$ cat src/rtl/stopwatch_pkg.sv
// Shared types and defaults for the stopwatch run/clear/lap sequencer.
package stopwatch_pkg;

   typedef enum logic [1:0] {
      StIdle  = 2'd0,
      StRun   = 2'd1,
      StPause = 2'd2,
      StLap   = 2'd3
   } state_e;

   typedef enum logic [1:0] {
      EvNone,
      EvReset,
      EvStart,
      EvLap
   } event_e;

   localparam int unsigned DebounceCyclesDefault = 1_000_000;

   // Same-cycle presses: reset beats start, start beats lap; losers are dropped.
   function automatic event_e resolve_press(input logic reset_p, input logic start_p,
                                            input logic lap_p);
      if (reset_p) return EvReset;
      if (start_p) return EvStart;
      if (lap_p)   return EvLap;
      return EvNone;
   endfunction

endpackage

$ cat src/rtl/stopwatch_sequencer_btn_conditioner.sv
// Raw button conditioning: 2-flop sync, stability debounce, registered one-clk press pulse.
module btn_conditioner
   import stopwatch_pkg::*;
#(
   parameter int unsigned DEBOUNCE_CYCLES = DebounceCyclesDefault,
   parameter int unsigned DB_W            = 20
) (
   input  logic clk,
   input  logic reset,
   input  logic btn,
   output logic press
);

   logic            sync1_q, sync2_q;
   logic            db_q, db_prev_q;
   logic [DB_W-1:0] cnt_q;

   // Counter only runs while the synced level disagrees with the accepted level;
   // any bounce back to the accepted level restarts the stability window.
   always_ff @(posedge clk or negedge reset) begin
      if (!reset) begin
         sync1_q   <= 1'b0;
         sync2_q   <= 1'b0;
         db_q      <= 1'b0;
         db_prev_q <= 1'b0;
         cnt_q     <= '0;
         press     <= 1'b0;
      end else begin
         sync1_q   <= btn;
         sync2_q   <= sync1_q;
         db_prev_q <= db_q;
         press     <= db_q & ~db_prev_q;
         if (sync2_q == db_q) begin
            cnt_q <= '0;
         end else if (cnt_q == DB_W'(DEBOUNCE_CYCLES - 1)) begin
            db_q  <= sync2_q;
            cnt_q <= '0;
         end else begin
            cnt_q <= cnt_q + DB_W'(1);
         end
      end
   end

endmodule

$ cat src/rtl/stopwatch_sequencer.sv
// Stopwatch control: conditions the three buttons, resolves priority and sequences
// the counter enable/clear, display hold and lap counter.
module stopwatch_sequencer
   import stopwatch_pkg::*;
#(
   parameter int unsigned DEBOUNCE_CYCLES = DebounceCyclesDefault,
   parameter int unsigned DB_W            = 20,
   parameter int unsigned LAP_W           = 4
) (
   input  logic             clk,
   input  logic             reset,
   input  logic             start_stop,
   input  logic             lap_btn,
   input  logic             reset_btn,
   output logic             run,
   output logic             clr,
   output logic             hold,
   output logic             lap_capture,
   output logic [LAP_W-1:0] lap_count,
   output logic [1:0]       state
);

   logic   start_p, lap_p, reset_p;
   logic   take_lap;
   event_e ev;
   state_e state_q, state_d;

   btn_conditioner #(.DEBOUNCE_CYCLES(DEBOUNCE_CYCLES), .DB_W(DB_W)) u_start (
      .clk   (clk),
      .reset (reset),
      .btn   (start_stop),
      .press (start_p)
   );

   btn_conditioner #(.DEBOUNCE_CYCLES(DEBOUNCE_CYCLES), .DB_W(DB_W)) u_lap (
      .clk   (clk),
      .reset (reset),
      .btn   (lap_btn),
      .press (lap_p)
   );

   btn_conditioner #(.DEBOUNCE_CYCLES(DEBOUNCE_CYCLES), .DB_W(DB_W)) u_reset (
      .clk   (clk),
      .reset (reset),
      .btn   (reset_btn),
      .press (reset_p)
   );

   assign ev    = resolve_press(reset_p, start_p, lap_p);
   assign state = state_q;

   always_comb begin
      state_d  = state_q;
      take_lap = 1'b0;
      unique case (state_q)
         StIdle: begin
            if (ev == EvStart) state_d = StRun;
         end
         StRun: begin
            if (ev == EvReset) begin
               state_d = StIdle;
            end else if (ev == EvStart) begin
               state_d = StPause;
            end else if (ev == EvLap) begin
               state_d  = StLap;
               take_lap = 1'b1;
            end
         end
         StLap: begin
            if (ev == EvReset)      state_d = StIdle;
            else if (ev == EvStart) state_d = StPause;
            else if (ev == EvLap)   state_d = StRun;
         end
         StPause: begin
            if (ev == EvReset)      state_d = StIdle;
            else if (ev == EvStart) state_d = StRun;
         end
      endcase
   end

   // Outputs decode from the next state so they line up with the state register.
   always_ff @(posedge clk or negedge reset) begin
      if (!reset) begin
         state_q     <= StIdle;
         run         <= 1'b0;
         clr         <= 1'b1;
         hold        <= 1'b0;
         lap_capture <= 1'b0;
         lap_count   <= '0;
      end else begin
         state_q     <= state_d;
         run         <= (state_d == StRun) || (state_d == StLap);
         clr         <= (state_d == StIdle);
         hold        <= (state_d == StLap);
         lap_capture <= take_lap;
         if (state_d == StIdle) begin
            lap_count <= '0;
         end else if (take_lap && (lap_count != '1)) begin
            lap_count <= lap_count + LAP_W'(1);
         end
      end
   end

endmodule

$ cat config.mk
export PLATFORM = sky130hd
export DESIGN_NAME = stopwatch_sequencer
export DESIGN_NICKNAME = d
export VERILOG_FILES = /design/src/rtl/stopwatch_pkg.sv /design/src/rtl/stopwatch_sequencer_btn_conditioner.sv /design/src/rtl/stopwatch_sequencer.sv
export SDC_FILE = /design/constraint.sdc
export NUM_CORES = 1
export LEC_CHECK = 0
export ABC_AREA = 0
export CAP_MARGIN = 10
export CORE_ASPECT_RATIO = 1.2
export CORE_MARGIN = 2
export CORE_UTILIZATION = 30
export CTS_BUF_LIST = sky130_fd_sc_hd__clkbuf_8
export DETAILED_ROUTE_END_ITERATION = 8
export MAX_ROUTING_LAYER = met4
export SYNTH_ARGS = -nofsm -noshare
export SYNTH_HDL_FRONTEND = slang
export SYNTH_HIERARCHICAL = 1
export SYNTH_SLANG_ARGS = --single-unit
$ cat constraint.sdc
create_clock -name clk -period 2.9 [get_ports clk]
set_input_delay 0.87 -clock clk [delete_from_list [all_inputs] [get_ports clk]]
set_output_delay 0.87 -clock clk [all_outputs]
set_load 0.1 [all_outputs]
; Word level (Yosys, flattened, before mapping)
; Index checks and enable logic that the tools add are counted.
[word_totals]
ff_bits = 85
out_inout_bits = 10
[classes]
add_sub_neg = 4
n_eq_ne = 15
mux = 33
bitwise_logic = 9
reduce_logical = 8
[ops]
columns = op, n
row1 = $mux 20, 6
row2 = $add 20x1->20 const B, 3
row3 = $eq 20x20->1 const B, 3
row4 = $mux 2, 14
row5 = $eq 2x2->1 const B, 5
row6 = $mux 1, 10
row7 = $mux 4, 2
row8 = $pmux 2 s4, 1
row9 = $eq 2x1->1 const B, 3
row10 = $not 1->1, 6
row11 = $reduce_and 2->1, 3
row12 = $add 4x1->4 const B, 1
row13 = $logic_not 2->1, 2
row14 = $ne 4x4->1 const B, 1
row15 = $and 1x1->1, 3
row16 = $eq 1x1->1, 3
row17 = $reduce_bool 2->1, 1
row18 = $logic_and 1x1->1, 1
row19 = $logic_or 1x1->1, 1

; Depth between registers and ports, before layout
; Gate-level depths: netlist (run 1).
[depth]
word_depth = 15
ltp_mapped = 6
depth_no_buf = 5

; By module
; The synthesis (run 1) kept the hierarchy.
[modules_own_cells]
columns = mod, n_inst, cells_each, area_each_um2, seq_area_each_um2
row1 = btn_conditioner, 3, 111, 1171.1, 625.6
row2 = stopwatch_sequencer, 1, 40, 442.9, 226.5

; Least setup slack after synthesis (run 1)
; Ideal clock, no wire load.
[synth_timing]
path_type = flip-flop to output port
startpoint = register, netlist name run
endpoint = output port state[0]
t_arrival_ns = 1.469
path_slack_ns = 0.561
path_stages_with_launch = 2
path_buffers = 1
path_cell_list = dfrtp_1 -> buf_4
[synth_lines]
columns = element, line_no
row1 = "end, declared", stopwatch_sequencer.sv:20  ; output logic [1:0] state

; Final worst setup path (run 1)
[layout_timing]
startpoint = register run
endpoint = output port run
[layout_lines]
columns = element, line_no
row1 = "start, declared", stopwatch_sequencer.sv:15  ; output logic run,
row2 = "start signal, assigned", stopwatch_sequencer.sv:92  ; run <= (state_d == StRun) || (state_d == StLap);
; No word-level cell between the ends.

==> run metrics, run 1 <==
Clk pin slew, worst setup/hold paths=90 ps; cell at the root of the clock tree=clkbuf_8; GRT Total Usage=11.39%; combined area of all synthesized cells=3956 sq um; static leakage=1.821 nW; total of flip-flops plus latches after synthesis=84; global-route congestion overflow total=0; CP required=2030 ps; Final Max Slew Viols=0; pin count of the biggest net entering global routing=45; endpoint class of the critical path=primary output; 1st-pass router iterations=4; FP Rows=45; number of global-route vias before repair=2734; Fmax=476.2 MHz; number of max-capacitance violations reported=0; fraction of the cycle the final worst path needs=72.42%; Worst slew margin=50.10%; reg-to-reg critical path startpoint=u_lap/cnt_q[0]; Critical path buffers and inverters=1; worst reg2reg setup slack=940 ps; drt via density=4.879; cell count after synthesis=373; slew of the pin with the lowest slew margin=748.3 ps; remaining design rule violation count=0; antenna cells=0; number of flops mapped to enable cells by yosys=0; synthesized area divided by synthesized cell count=10.61 sq um; HPWL after detailed placement=4.747 mm; final weighted congestion in routability-driven placement=0.7678; post-route minimum period=2100 ps; min-delay src=u_reset/sync1_q; fraction of final layout cells with drive strength greater than 1=11.25%; count of final setup violators=0; initial antenna violation count=0; routed wire length=7.049 mm; element type at the critical path start=flip-flop; Hold Buf Count CTS=0; count of distinct cell types in the synthesized netlist=38; most frequently used flop master after synthesis=dfrtp_1; Crit path arrival time=1230 ps; sequential element share of the synthesized area=53.16%; vertical die dimension=129.8 microns; post-layout net count=404; peak fanout along the critical path=8; overall die width=108.8 microns; clock tree from TritonCTS=done; hold depth=0; sink count of the clock tree=84; terminus of the critical flop-to-flop path=u_lap/cnt_q[3]; first-pass GRT wire length=12.57 mm; delay of the slowest cell on the worst path=530 ps; via count of the routed design=2752; Warnings, synthesis=6; Setup Skew=15.06 ps; critical path type=reg -> out; post-route core utilization=35.15%; hold crit path type=reg -> reg; Clock Path Buffers=2; worst path cell trace=buf_4; setup tns final=0 ps; Max VDD drop=270.8 uV; PwrDens=479.3 nW/um^2; detailed-route wire length per cell=12.50 microns; Synth-to-Final Area Change=13.57%; Post CTS Setup Buffer Count=0; core footprint=12780 sq um; cell with the largest stage delay on the worst path=dfrtp_1; Syn Nets=382; number of primary I/O pins=15; Worst Hold End=u_reset/sync2_q; Port Buf Inserts=14; count of nets left with antenna violations after detail routing=0; Worst-Skew Late Latency=350 ps; family with the most delay on the worst path=flip-flops; beginning of the critical path=run; initial drt markers=133; die footprint=14130 sq um; result of the run=finished, final reports clean; final hold viol count=0; setup repair after global routing missed its margin=false; share of flip-flops with an asynchronous set or reset=100.0%; Max H-tree Level=3; effective utilization at floorplan=30.95%; number of buffers added by the clock tree synthesis step=9; worst r2r path cells=5; number of gates given a new drive strength after cts=0
how the worst max path moves through the flow:
stage                       to  cells after the start
3_5_place_dp   u_lap/cnt_q[11]                      5
3_3_place_gp    u_lap/cnt_q[4]                      5
4_1_cts               state[0]                      1
2_1_floorplan         state[0]                      1
6_report                   run                      1
5_1_grt                    run                      1
through the flow:
stage	std cells	cell area (sq um)	setup WS [ps]	total power [mW]	hold WS, ps
CTS	564	4493	784.1	2.188	362.0
detailed placement	548	4272	949.2	1.290	339.3
finish	564	4493	799.9	2.154	344.1
global placement	548	4272	972.0	1.287	335.4
floorplan	373	3956	560.5	1.248	331.2
global route	564	4493	726.5	2.262	367.8
synthesized netlist by cell type, types with 5 or more instances:
library cell  count  area share, %
nand3_1          18            2.3
xor2_1           15            3.3
xnor2_1          34            7.5
or3_1             8            1.3
a21oi_1           7           0.89
o21ai_0           6           0.76
dfrtp_1          83             52
nor4_1           13            2.1
mux2i_1           6            1.5
inv_1            15            1.4
nor3_1           16            2.0
nor4b_1           6            1.3
nor2_1           59            5.6
nand4_1           9            1.4
nor2b_1           5           0.79
nand2_1          20            1.9
and4_1            6            1.3
area by class of cell:
class	instances	area, sq um
Clock inverter	4	56.30
Multi-Input combinational cell	270	1774
Fill cell	1267	8288
Tap cell	164	205.2
Inverter	15	56.30
Timing Repair Buffer	15	132.6
Clock buffer	12	165.2
Sequential cell	84	2103
state kept, by name, summed over array words and instances (netlist names):
register           cells
clr                    1
hold                   1
lap_capture            1
lap_count              4
run                    1
state                  1
u_lap/cnt_q           20
u_lap/db_prev_q        1
u_lap/db_q             1
u_lap/press            1
u_lap/sync1_q          1
u_lap/sync2_q          1
u_reset/cnt_q         20
u_reset/db_prev_q      1
u_reset/db_q           1
u_reset/press          1
u_reset/sync1_q        1
u_reset/sync2_q        1
u_start/cnt_q         20
u_start/db_prev_q      1
u_start/db_q           1
u_start/press          1
u_start/sync1_q        1
u_start/sync2_q        1
power breakdown:
part / switching (mW) / internal (mW)
Sequential: 0.0143 / 1.18
Combinational: 0.0450 / 0.0192
Clock: 0.417 / 0.474
Total: 0.476 / 1.68
cell usage in the layout (no fill, tap or decap), drive strengths merged, types with 4 or more instances in the layout:
cell type,n
or3,8
and3,4
mux2i,6
nand4,15
xor2,15
ha,4
o21ai,13
nor2b,5
nor4b,6
buf,12
nor4,16
a21oi,7
and4,6
nor2,59
xnor2,34
clkbuf,12
nand2,20
inv,15
nor3,16
nand3,18
dfrtp,83
per-layer routing:
layer  track usage (%)  part of all wire (%)
met1             14.55                    48
met2             17.98                    48
met3             2.398                   2.3
met4             3.922                   1.3
met5                 -                     0
kinds of logic (layout without fill, tap and decap cells):
family                     Yosys count  in the layout  synth area share, %
and+or+nand+nor                    183            183                26.47
xor gates and xnor gates            49             49                10.85
AOI/OAI and AO/OA                   25             25                3.890
muxes                                9              9                2.372
buffers and inverters               19             46                1.992
adders and majority gates            4              4                1.265
DFF                                 84             84                53.16
(Power assumes the default switching activity.)
==> run 2: changes to the inputs <==
clock period = 2.1 ns   (was 2.9 ns; I/O delays follow)
==> run metrics, run 2 (synthesis gave the netlist of run 1 again) <==
Max VDD drop=231.2 uV; Total Power Consumption=2.952 mW; final weighted congestion in routability-driven placement=0.7887; initial antenna violation count=0; static leakage=1.876 nW; 1st-pass router iterations=4; count of nets left with antenna violations after detail routing=0; Clock Path Buffers=2; crit path to=state[0]; worst path cell trace=buf_12; fraction of final layout cells with drive strength greater than 1=12.99%; detailed-route wire length per cell=12.27 microns; final hold viol count=0; worst r2r path cells=5; Synth-to-Final Area Change=17.93%; Critical path buffers and inverters=1; leading cell type in the layout, fill and taps excluded=dfrtp_1; fraction of power consumed by the clock network=40.5%; vertical die dimension=129.8 microns; registers with the most flip-flops=u_lap/cnt_q (20), u_reset/cnt_q (20), u_start/cnt_q (20); switching pwr=0.6886 mW; setup repair after global routing missed its margin=false; fraction of power consumed by combinational cells=3.3%; Crit path arrival time=1190 ps; count of final setup violators=0; die footprint=14130 sq um; Worst-Skew Late Latency=360 ps; Layout Cells excl Fill=572; result of the run=finished, final reports clean; overall die width=108.8 microns; Worst path depth=1; remaining design rule violation count=0; delay of the slowest cell on the worst path=600 ps; via count of the routed design=2809; post-route worst setup slack=280.0 ps; number of max-capacitance violations reported=0; Post CTS Setup Buffer Count=0; number of buffers added by the clock tree synthesis step=9; worst slack at placement=319.3 ps; PwrDens=632.6 nW/um^2; number of gates given a new drive strength after cts=0; antenna cells=0; Fmax=549.4 MHz; GRT Total Usage=11.25%; beginning of the critical path=run; Hold Buf Count CTS=0; Worst slew margin=54.62%; routed wire length=7.017 mm; reg-to-reg critical path startpoint=u_reset/cnt_q[0]; global-route congestion overflow total=0; critical path type=reg -> out; post-layout net count=412; first-pass GRT wire length=12.43 mm; cell at the root of the clock tree=clkbuf_8; clock tree from TritonCTS=done; peak fanout along the critical path=8; post-route minimum period=1820 ps; terminus of the critical flop-to-flop path=u_reset/cnt_q[18]; Clk pin slew, worst setup/hold paths=90 ps; core footprint=12780 sq um; pin count of the biggest net entering global routing=29; cell with the largest stage delay on the worst path=dfrtp_1; switching power as a share of total power=23.33%; worst reg2reg setup slack=320 ps; Port Buf Inserts=14; number of primary I/O pins=15; setup tns final=0 ps; slew of the pin with the lowest slew margin=674.5 ps; initial drt markers=127; family with the most delay on the worst path=flip-flops; drt via density=4.911; element type at the critical path start=flip-flop; sink count of the clock tree=84; leading cell types in the layout, fill and taps excluded=83 x dfrtp_1, 59 x nor2_1, 34 x xnor2_1; hold crit path type=in -> async; dpl cells=556; endpoint class of the critical path=primary output; number of global-route vias before repair=2796; internal power=2.263 mW; CP required=1470 ps; HPWL after detailed placement=4.942 mm; Final Max Slew Viols=0; Max H-tree Level=3; relative contribution of sequential cells to total power=56.1%; FP Rows=45; fraction of the cycle the final worst path needs=86.67%; Setup Skew=9.215 ps; effective utilization at floorplan=30.95%
-- run 2: layer usage --
metal / share of wire, % / GRT usage, %
met5: 0 / -
met3: 2.2 / 1.948
met4: 1.6 / 5.430
met1: 47 / 13.84
met2: 49 / 17.94
-- run 2: how the worst min path moves through the flow --
stage          slack [ps]              end            start
6_report              170  u_lap/cnt_q[13]            reset
5_1_grt               190  u_lap/cnt_q[13]            reset
4_1_cts               170      lap_capture            reset
3_5_place_dp          360  u_reset/sync2_q  u_reset/sync1_q
3_3_place_gp          330  u_reset/sync2_q  u_reset/sync1_q
2_1_floorplan         330             hold            reset
-- run 2: cell type report --
cell class / instances / area, sq um
Clock buffer: 10 / 137.6
Timing Repair Buffer: 23 / 317.8
Multi-Input combinational cell: 270 / 1774
Clock inverter: 6 / 71.32
Sequential cell: 84 / 2103
Inverter: 15 / 56.30
Fill cell: 1242 / 8115
Tap cell: 164 / 205.2
-- run 2: power groups by stage --
stage / sequential (mW) / clock [mW] / combinational [mW]
2_1_floorplan: 1.68 / 0 / 0.0401
3_3_place_gp: 1.69 / 0 / 0.100
3_5_place_dp: 1.69 / 0 / 0.104
4_1_cts: 1.66 / 1.24 / 0.104
5_1_grt: 1.66 / 1.30 / 0.114
6_report: 1.66 / 1.20 / 0.0988
-- run 2: per-stage QoR --
step,hold slack [ps],area (sq um),utilization (%)
2_1_floorplan,331.2,3956,-
3_3_place_gp,333.6,4457,34.87
4_1_cts,174.9,4666,36.51
5_1_grt,192.1,4666,36.51
6_report,173.4,4666,36.51
3_5_place_dp,359.5,4457,34.87
